==> src/rtl/fp_divider_param_if.sv <==
// Operand/result bundle for the parametrised divider: operand strobe, packed
// operands, busy, result strobe, quotient and exception flags.
interface fp_divider_param_if #(
  parameter int EXP_W  = 8,
  parameter int FRAC_W = 23
);
  localparam int W = 1 + EXP_W + FRAC_W;

  logic         data_valid_i;
  logic [W-1:0] x_i;
  logic [W-1:0] y_i;
  logic         busy_o;
  logic         data_valid_o;
  logic [W-1:0] z_o;
  logic         except_invalid_operation_o;
  logic         except_div_by_zero_o;
  logic         except_overflow_o;
  logic         except_underflow_o;

  modport master (
    output data_valid_i, x_i, y_i,
    input  busy_o, data_valid_o, z_o,
    input  except_invalid_operation_o, except_div_by_zero_o,
    input  except_overflow_o, except_underflow_o
  );

  modport slave (
    input  data_valid_i, x_i, y_i,
    output busy_o, data_valid_o, z_o,
    output except_invalid_operation_o, except_div_by_zero_o,
    output except_overflow_o, except_underflow_o
  );
endinterface

==> src/rtl/fp_divider_param.sv <==
// Iterative parametrised floating-point divider: unpack/classify, radix-2
// restoring mantissa division, normalise, round (truncate or RNE) and pack.
module fp_divider_param #(
  parameter int EXP_W      = 8,
  parameter int FRAC_W     = 23,
  parameter int ROUND_MODE = 1
) (
  input logic                clk_i,
  input logic                rst_i,
  fp_divider_param_if.slave  bus
);
  localparam int W  = 1 + EXP_W + FRAC_W;
  localparam int M  = FRAC_W + 1;
  localparam int Q  = FRAC_W + 3;
  localparam int CW = $clog2(Q);
  localparam int EW = EXP_W + 2;
  localparam logic signed [EW-1:0] BIAS = EW'((1 << (EXP_W - 1)) - 1);
  localparam logic signed [EW-1:0] EMAX = EW'((1 << EXP_W) - 1);

  // state    | meaning
  // IDLE     | waiting for data_valid_i
  // CLASSIFY | special-case resolution or division setup
  // DIVIDE   | one quotient bit per cycle, Q cycles
  // NORM     | single left shift when quotient < 1
  // ROUND    | round, range check, pack, emit result
  typedef enum logic [2:0] {S_IDLE, S_CLASSIFY, S_DIVIDE, S_NORM, S_ROUND} state_t;
  state_t state_q, state_d;

  logic [W-1:0]           x_q, y_q;
  logic [M:0]             rem_q;
  logic [M-1:0]           div_q;
  logic [Q-1:0]           quo_q;
  logic signed [EW-1:0]   e_q;
  logic [CW-1:0]          cnt_q;
  logic                   busy_q, dv_q;
  logic [W-1:0]           z_q;
  logic [3:0]             flags_q;

  logic                   sign;
  logic [EXP_W-1:0]       ex, ey;
  logic [FRAC_W-1:0]      fx, fy;
  logic                   x_nan, y_nan, x_inf, y_inf, x_zero, y_zero;

  assign sign   = x_q[W-1] ^ y_q[W-1];
  assign ex     = x_q[W-2:FRAC_W];
  assign ey     = y_q[W-2:FRAC_W];
  assign fx     = x_q[FRAC_W-1:0];
  assign fy     = y_q[FRAC_W-1:0];
  assign x_nan  = (ex == '1) && (fx != '0);
  assign y_nan  = (ey == '1) && (fy != '0);
  assign x_inf  = (ex == '1) && (fx == '0);
  assign y_inf  = (ey == '1) && (fy == '0);
  assign x_zero = (ex == '0);
  assign y_zero = (ey == '0);

  // flags are packed {invalid, div_by_zero, overflow, underflow}
  logic           spec_hit;
  logic [W-1:0]   spec_z;
  logic [3:0]     spec_flags;

  always_comb begin
    spec_hit   = 1'b1;
    spec_z     = '0;
    spec_flags = 4'b0000;
    if (x_nan || y_nan || (x_zero && y_zero) || (x_inf && y_inf)) begin
      spec_z     = {sign, {EXP_W{1'b1}}, {FRAC_W{1'b1}}};
      spec_flags = 4'b1000;
    end else if (y_zero && !x_inf) begin
      spec_z     = {sign, {EXP_W{1'b1}}, {FRAC_W{1'b0}}};
      spec_flags = 4'b0100;
    end else if (x_inf) begin
      spec_z     = {sign, {EXP_W{1'b1}}, {FRAC_W{1'b0}}};
    end else if (y_inf || x_zero) begin
      spec_z     = {sign, {(W-1){1'b0}}};
    end else begin
      spec_hit   = 1'b0;
    end
  end

  logic           rem_ge;
  logic [M:0]     rem_sub, rem_nxt;

  assign rem_ge  = rem_q >= {1'b0, div_q};
  assign rem_sub = rem_ge ? (rem_q - {1'b0, div_q}) : rem_q;
  assign rem_nxt = rem_sub << 1;

  logic                 round_up;
  logic [M:0]           mant_r;
  logic signed [EW-1:0] e_r;
  logic [W-1:0]         rnd_z;
  logic [3:0]           rnd_flags;

  always_comb begin
    round_up  = (ROUND_MODE == 1) && quo_q[1] && (quo_q[0] || (|rem_q) || quo_q[2]);
    mant_r    = {1'b0, quo_q[Q-1:2]} + (M+1)'(round_up);
    e_r       = e_q + EW'(mant_r[M]);
    rnd_flags = 4'b0000;
    if (e_r >= EMAX) begin
      rnd_z     = {sign, {EXP_W{1'b1}}, {FRAC_W{1'b0}}};
      rnd_flags = 4'b0010;
    end else if (e_r <= 0) begin
      rnd_z     = {sign, {(W-1){1'b0}}};
      rnd_flags = 4'b0001;
    end else begin
      // a carry-out leaves mant_r = 10..0, so its low bits are the zero fraction
      rnd_z     = {sign, e_r[EXP_W-1:0], mant_r[FRAC_W-1:0]};
    end
  end

  always_comb begin
    state_d = state_q;
    case (state_q)
      S_IDLE:     if (bus.data_valid_i) state_d = S_CLASSIFY;
      S_CLASSIFY: state_d = spec_hit ? S_IDLE : S_DIVIDE;
      S_DIVIDE:   if (cnt_q == '0) state_d = S_NORM;
      S_NORM:     state_d = S_ROUND;
      S_ROUND:    state_d = S_IDLE;
      default:    state_d = S_IDLE;
    endcase
  end

  always_ff @(posedge clk_i) begin
    if (rst_i) state_q <= S_IDLE;
    else       state_q <= state_d;
  end

  always_ff @(posedge clk_i) begin
    if (rst_i) begin
      x_q <= '0; y_q <= '0; rem_q <= '0; div_q <= '0; quo_q <= '0;
      e_q <= '0; cnt_q <= '0;
      busy_q <= 1'b0; dv_q <= 1'b0; z_q <= '0; flags_q <= '0;
    end else begin
      dv_q <= 1'b0;
      case (state_q)
        S_IDLE: if (bus.data_valid_i) begin
          x_q    <= bus.x_i;
          y_q    <= bus.y_i;
          busy_q <= 1'b1;
        end
        S_CLASSIFY: if (spec_hit) begin
          z_q     <= spec_z;
          flags_q <= spec_flags;
          dv_q    <= 1'b1;
          busy_q  <= 1'b0;
        end else begin
          rem_q <= {2'b01, fx};
          div_q <= {1'b1, fy};
          e_q   <= $signed(EW'(ex)) - $signed(EW'(ey)) + BIAS;
          quo_q <= '0;
          cnt_q <= CW'(Q - 1);
        end
        S_DIVIDE: begin
          quo_q <= {quo_q[Q-2:0], rem_ge};
          rem_q <= rem_nxt;
          cnt_q <= cnt_q - 1'b1;
        end
        S_NORM: if (!quo_q[Q-1]) begin
          quo_q <= {quo_q[Q-2:0], 1'b0};
          e_q   <= e_q - 1'b1;
        end
        S_ROUND: begin
          z_q     <= rnd_z;
          flags_q <= rnd_flags;
          dv_q    <= 1'b1;
          busy_q  <= 1'b0;
        end
        default: ;
      endcase
    end
  end

  assign bus.busy_o                     = busy_q;
  assign bus.data_valid_o               = dv_q;
  assign bus.z_o                        = z_q;
  assign bus.except_invalid_operation_o = flags_q[3];
  assign bus.except_div_by_zero_o       = flags_q[2];
  assign bus.except_overflow_o          = flags_q[1];
  assign bus.except_underflow_o         = flags_q[0];
endmodule
==> src/flat_wrapper.sv <==
// flat-port wrapper written by rule: the top's interface ports become plain ports
module fp_divider_param_flat 
#(
  parameter int EXP_W      = 8,
  parameter int FRAC_W     = 23,
  parameter int ROUND_MODE = 1
)
  (clk_i, rst_i, bus_data_valid_i, bus_x_i, bus_y_i, bus_busy_o, bus_data_valid_o, bus_z_o, bus_except_invalid_operation_o, bus_except_div_by_zero_o, bus_except_overflow_o, bus_except_underflow_o);
  fp_divider_param_if #(.EXP_W(EXP_W), .FRAC_W(FRAC_W)) bus_i ();
  input logic clk_i;
  input logic rst_i;
  input wire logic [$bits(bus_i.data_valid_i)-1:0] bus_data_valid_i;
  input wire logic [$bits(bus_i.x_i)-1:0] bus_x_i;
  input wire logic [$bits(bus_i.y_i)-1:0] bus_y_i;
  output wire logic [$bits(bus_i.busy_o)-1:0] bus_busy_o;
  output wire logic [$bits(bus_i.data_valid_o)-1:0] bus_data_valid_o;
  output wire logic [$bits(bus_i.z_o)-1:0] bus_z_o;
  output wire logic [$bits(bus_i.except_invalid_operation_o)-1:0] bus_except_invalid_operation_o;
  output wire logic [$bits(bus_i.except_div_by_zero_o)-1:0] bus_except_div_by_zero_o;
  output wire logic [$bits(bus_i.except_overflow_o)-1:0] bus_except_overflow_o;
  output wire logic [$bits(bus_i.except_underflow_o)-1:0] bus_except_underflow_o;
  assign bus_i.data_valid_i = bus_data_valid_i;
  assign bus_i.x_i = bus_x_i;
  assign bus_i.y_i = bus_y_i;
  assign bus_busy_o = bus_i.busy_o;
  assign bus_data_valid_o = bus_i.data_valid_o;
  assign bus_z_o = bus_i.z_o;
  assign bus_except_invalid_operation_o = bus_i.except_invalid_operation_o;
  assign bus_except_div_by_zero_o = bus_i.except_div_by_zero_o;
  assign bus_except_overflow_o = bus_i.except_overflow_o;
  assign bus_except_underflow_o = bus_i.except_underflow_o;
  fp_divider_param #(.EXP_W(EXP_W), .FRAC_W(FRAC_W), .ROUND_MODE(ROUND_MODE)) u_core (.clk_i(clk_i), .rst_i(rst_i), .bus(bus_i));
endmodule
==> config.mk <==
export PLATFORM = sky130hd
export DESIGN_NAME = fp_divider_param_flat
export DESIGN_NICKNAME = d
export VERILOG_FILES = /design/src/rtl/fp_divider_param_if.sv /design/src/rtl/fp_divider_param.sv /design/src/flat_wrapper.sv
export SDC_FILE = /design/constraint.sdc
export NUM_CORES = 1
export LEC_CHECK = 0
export BUFFER_PORTS_ARGS = -buffer_cell sky130_fd_sc_hd__buf_2
export CORE_MARGIN = 5
export CORE_UTILIZATION = 45
export CTS_CLUSTER_DIAMETER = 50
export DETAILED_ROUTE_END_ITERATION = 7
export SLEW_MARGIN = 20
export SYNTH_ARGS = -nofsm -noshare
export SYNTH_HDL_FRONTEND = slang
export SYNTH_SLANG_ARGS = --single-unit
==> constraint.sdc <==
create_clock -name clk_i -period 3.99 [get_ports clk_i]
set_clock_uncertainty 0.05 [all_clocks]
set_input_delay 0.798 -clock clk_i [delete_from_list [all_inputs] [get_ports clk_i]]
set_output_delay 0.798 -clock clk_i [all_outputs]
set_load 0.005 [all_outputs]
Word-level counts from Yosys, hierarchy flattened
Cells that the tools add are included.
{"block": "classes", "n_addsub": 7, "magnitude_cmp": 3, "eq_ne": 11, "n_mux": 38, "bitwise_logic": 2, "n_reduce_logical": 38}
{"operator": "$mux W32", "n": 5}
{"operator": "$pmux W26 S3", "n": 1}
{"operator": "$pmux W32 S2", "n": 1}
{"operator": "$mux W31", "n": 2}
{"operator": "$mux W26", "n": 2}
{"operator": "$pmux W25 S2", "n": 1}
{"operator": "$logic_not A23 Y1", "n": 2}
{"operator": "$reduce_bool A23 Y1", "n": 2}
{"operator": "$add A24 B1 Y25", "n": 1}
{"operator": "$ge A25 B24 Y1", "n": 1}
{"operator": "$mux W25", "n": 1}
{"operator": "$reduce_or A25 Y1", "n": 1}
{"operator": "$mux W24", "n": 1}
{"operator": "$sub A24 B24 Y24", "n": 1}
{"operator": "$mux W10", "n": 2}
{"operator": "$pmux W10 S2", "n": 1}
{"operator": "$eq A8 B8 Y1 const B", "n": 2}
{"operator": "$logic_not A8 Y1", "n": 2}
{"operator": "$mux W4", "n": 3}
{"operator": "$pmux W3 S4", "n": 1}
{"operator": "$reduce_and A2 Y1", "n": 6}
{"operator": "$add A10 B1 Y10", "n": 1}
{"operator": "$add A10 B8 Y10 const B", "n": 1}
{"operator": "$ge A10 B9 Y1 const B", "n": 1}
{"operator": "other kinds (27)", "n": 57}
{"block": "totals", "ff_bits": 195}

Logic depth before layout (Yosys ltp)
{"block": "depth", "word_depth": 10, "ltp_mapped": 18, "mapped_depth_nobuf": 17}

Least setup slack after synthesis
OpenSTA, ideal clock, no wires.
{"block": "synth_timing", "path_kind": "register to register", "start": "register u_core.quo_q[2]", "end": "register u_core.z_q[4] (netlist: u_core.bus.z_o[4])", "setup_ns": 0.086, "arrival_ns": 3.413, "setup_slack_ns": 0.442, "stages_incl_launch_ff": 18, "synth_period_minus_slack_ns": 3.548, "path_cell_list": "dfxtp_1 > and2_1 > ha_1 > nand3_1 > nor2_1 > nand3_1 > nor3_1 > and3_1 > ha_1 > and3_1 > clkbuf_1 > nand4_1 > xor2_1 > a21oi_1 > and2b_1 > buf_2 > nand2_1 > a211oi_1"}
{"block": "synth_between", "elab_chain_cells": 8, "elab_cells_between_ends": 9}
{"item": "from (decl)", "line_no": "fp_divider_param.sv:32", "rtl": "logic [Q-1:0] quo_q;"}
{"item": "from (signal assigned)", "line_no": "fp_divider_param.sv:153", "rtl": "quo_q <= {quo_q[Q-2:0], rem_ge};"}
{"item": "from (signal assigned)", "line_no": "fp_divider_param.sv:158", "rtl": "quo_q <= {quo_q[Q-2:0], 1'b0};"}
{"item": "$logic_or A1 B1 Y1", "line_no": "fp_divider_param.sv:94", "rtl": "round_up = (ROUND_MODE == 1) && quo_q[1] && (quo_q[0] || (|rem_q) || quo_q[2]);"}
{"item": "$logic_and A1 B1 Y1", "line_no": "fp_divider_param.sv:94"}
{"item": "$add A24 B1 Y25 *", "line_no": "fp_divider_param.sv:95", "rtl": "mant_r = {1'b0, quo_q[Q-1:2]} + (M+1)'(round_up);"}
{"item": "$add A10 B1 Y10", "line_no": "fp_divider_param.sv:96", "rtl": "e_r = e_q + EW'(mant_r[M]);"}
{"item": "$le A10 B1 Y1", "line_no": "fp_divider_param.sv:101", "rtl": "end else if (e_r <= 0) begin"}
{"item": "$mux W31", "line_no": "fp_divider_param.sv:101"}
{"item": "$mux W31 *", "line_no": "fp_divider_param.sv:98", "rtl": "if (e_r >= EMAX) begin"}
{"item": "$pmux W32 S2 *", "line_no": "fp_divider_param.sv:134", "rtl": "case (state_q)"}
{"item": "to (signal assigned)", "line_no": "fp_divider_param.sv:141", "rtl": "z_q <= spec_z;"}
{"item": "to (signal assigned)", "line_no": "fp_divider_param.sv:162", "rtl": "z_q <= rnd_z;"}
{"item": "to (decl)", "line_no": "fp_divider_param.sv:36", "rtl": "logic [W-1:0] z_q;"}
Every way passes the cells marked *; elsewhere a longest branch is shown, timed or not.
A chain may end at the register's enable or synchronous reset.

Worst setup path after layout
{"block": "layout_timing", "start": "register u_core.quo_q[10]", "end": "register u_core.z_q[1] (netlist: u_core.bus.z_o[1])"}
{"block": "layout_between", "elab_chain_cells": 6, "elab_cells_between_ends": 7}
{"item": "$add A24 B1 Y25 *", "line_no": "fp_divider_param.sv:95"}
{"item": "$add A10 B1 Y10 *", "line_no": "fp_divider_param.sv:96"}
{"item": "$le A10 B1 Y1", "line_no": "fp_divider_param.sv:101"}
{"item": "$mux W31", "line_no": "fp_divider_param.sv:101"}
{"item": "$mux W31 *", "line_no": "fp_divider_param.sv:98"}
{"item": "$pmux W32 S2 *", "line_no": "fp_divider_param.sv:134"}
Marked as above.

==> results_dict.tcl <==
set metrics [dict create \
    die_x_um 162 \
    synthFlopType "dfxtp_1" \
    critical_path.max_stage_delay_ps 410 \
    grt_max_degree 111 \
    dp_hpwl_mm 19.2 \
    hold_ws_ps 408 \
    portBuffers 104 \
    htree_levels 4 \
    mostFrequentLayoutCell "nand2_1" \
    post-route-period-util_pct 90.3 \
    slowest_stage "dfxtp_1" \
    synth.top_cell.area_share_pct 37.7 \
    antenna_found_initial 0 \
    synth_cells 1363 \
    worst_slack_ps 389 \
    finalCriticalPeriod_ps 3600 \
    synth_seq_cells 195 \
    gp_congestion 0.890 \
    synth_area_leader_cell "dfxtp_1" \
    async_flop_share_pct 0 \
    grt_pass1_vias 8917 \
    clkLatencyLatePin_ps 440 \
    setup-violations-final 0 \
    ant_nets 0 \
    crit_type "flop to flop" \
    synth_area_sq_mm 0.0104 \
    syn_area_per_cell_sq_um 7.60 \
    drive_above_1_share_pct 13.4 \
    synth_edf_count 0 \
    worstPathMaxFanout 11 \
    relSlewSlack_pct 26.3 \
    dieArea_sq_mm 0.0262 \
    clock-sinks 195 \
    cp-start-kind "flop" \
    p_switching_mw 2.32 \
    clkTransAtPathRegs_ps 80 \
    pwr-share-seq_pct 36.0 \
    synth.area.top_cells "dfxtp_1, nand2_1, a21oi_1, ha_1, nor2_1" \
    outcome "complete, no violations" \
    num_antenna_cells 0 \
    io_pins 105 \
    cts_tree "yes" \
    ys_warn_count 0 \
    crit_buf_inv 0 \
    core_sq_mm 0.0226 \
    rows 55 \
    cp-end-kind "flop" \
    peakVddDrop_v 0.000252 \
    drt_wl_total_mm 27.0 \
    path_cells "and3_1 -> and3_1 -> and4_1 -> nand3_1 -> nor3_2 -> and3_1 -> ha_1 -> ha_1 -> nand4_1 -> nor2_1 -> xnor2_1 -> o41ai_2 -> a21oi_2 -> and2b_4 -> nand2_1 -> a211oi_1" \
    final_util_pct 51.9 \
    worst_pin_slew_ps 1110 \
    nets 1528 \
    holdBufCountCts 0 \
    synth_cell_types 66 \
    vias 9418 \
    track_usage_pct 20.5 \
    vias_per_cell 5.49 \
    clkPwrFrac_pct 29.8 \
    cellPowerDensity_mw_per_mm2 529 \
    crit_top_cell "and3_1" \
    crit_required_ps 4290 \
    synth_nets 1472 \
    yosysSeqAreaShare_pct 37.7 \
    start_util_pct 45.8 \
    finalMaxSlewViolations 0 \
    arrival_ps 3900 \
    cap_viol_max_count 0 \
    syn2layout_area_growth_pct 13.3 \
    max_freq_ghz 0.278 \
    hold_violations 0 \
    intPower_mw 3.89 \
    drc_errors 0 \
    dp_slack_ps -48.2 \
    grt_pass1_wl_mm 44.4 \
    cts_buffers 17 \
    cpLargestDelayFamily "simple AND/OR/NAND/NOR gates" \
    overflow 0 \
    root_buffer "clkbuf_16" \
    dpl_cell_area_sq_mm 0.0110 \
    mostFrequentLayoutCells "nand2_1, dfxtp_1, a21oi_1, nor2_1, buf_2" \
    cts_buffer_depth 2 \
    hold_path.class "flop to flop" \
    dr.pass1.iters 4 \
    swShare_pct 37.4 \
    final_cell_area_sq_mm 0.0117 \
    drtIter0Drc 486 \
    static-leakage-power_nw 4.65 \
    design_power_total_mw 6.21 \
    combPwrFrac_pct 34.2 \
    die_h_um 162 \
    avgRoutedWirePerCell_um 15.7 \
]
[final timing paths]
kind / depth (start not counted) / end / startpoint / slack (ps)
worst max register to register: 16 / u_core.bus.z_o[1] / u_core.quo_q[10] / 390
worst min-delay path: 2 / u_core.div_q[16] / u_core.div_q[16] / 410
worst min register to register: 2 / u_core.div_q[16] / u_core.div_q[16] / 410
worst max-delay path: 16 / u_core.bus.z_o[1] / u_core.quo_q[10] / 390
[synthesized netlist by cell type (all sizes together), types with 2 or more instances]
library cell / instances
nand4: 17
clkbuf: 70
a22oi: 30
o21a: 10
xnor2: 34
nor3: 24
nand2: 301
or3: 8
o31ai: 9
and3: 9
buf: 14
nor3b: 3
dfxtp: 195
a221o: 5
inv: 52
a31o: 17
nor2: 110
and4: 2
a21oi: 155
or4: 4
o22a: 2
a21o: 10
or2: 6
a211oi: 32
a41oi: 2
o21bai: 3
fa: 2
nor2b: 7
xor2: 25
a211o: 2
nand2b: 10
nor4: 26
o21ai: 34
o211ai: 3
mux2i: 22
and2: 8
a31oi: 13
nand3: 28
ha: 40
[power groups by stage]
stage                     sequential (mW)  clock, mW  combinational (mW)
after floorplan                      2.23          0                1.67
after global placement               2.28          0                2.09
after detailed placement             2.28          0                2.10
after CTS                            2.24       1.90                2.11
after global routing                 2.26       1.98                2.37
final                                2.24       1.85                2.12
[flip-flops by register name (all words and copies together) (netlist names)]
name,flops
u_core.bus.busy_o,1
u_core.bus.data_valid_o,1
u_core.bus.z_o,32
u_core.cnt_q,5
u_core.div_q,24
u_core.e_q,10
u_core.flags_q,4
u_core.quo_q,26
u_core.rem_q,25
u_core.state_q,3
u_core.x_q,32
u_core.y_q,32
[worst min-delay path, stage by stage (launching register included)]
cell and delay, ps:
dfxtp_1 320, nand2_1 50, a21oi_1 50
[kinds of logic after synthesis]
kind of cell / synth area share [%]
multiplexers: 2.23
buffers and inverters: 5.21
AND/OR/NAND/NOR: 24.0
adder cells (fa/ha/maj): 5.21
XOR/XNOR: 5.20
AO/OA/AOI/OAI: 20.5
flip-flops: 37.7
[repair_timing]
| action | CTS | global route |
|---|---|---|
| pin swaps | 0 | 2 |
| cloned | 0 | 2 |
| endpoints found under the setup margin | 23 | 30 |
| resized for setup | 1 | 14 |
| setup buffers | 0 | 1 |
[layer usage]
layer	global-route usage, %	vias up	part of all wire, %
met1	26.0	4390	45
met3	2.89	28	3.2
met4	5.77	0	1.9
met2	36.2	146	49
met5	0	-	0
li1	-	4854	-
[stage by stage]
stage | setup TNS (ps) | cells
after floorplan | 0 | 1363
after global placement | -4.04 | 1682
after detailed placement | -328 | 1682
after CTS | 0 | 1714
after global routing | -44.6 | 1717
final | 0 | 1717
[final cells by class]
cell class                 instances  area [sq um]
fill                            2275         10900
multi-input combinational       1034          5990
sequential                       195          3910
timing repair buffer             119           652
clock buffer                      17           425
tap                              285           357
clock inverter                    15           226
inverter                          52           195
Note: power is estimated with default switching activity, not from simulation.
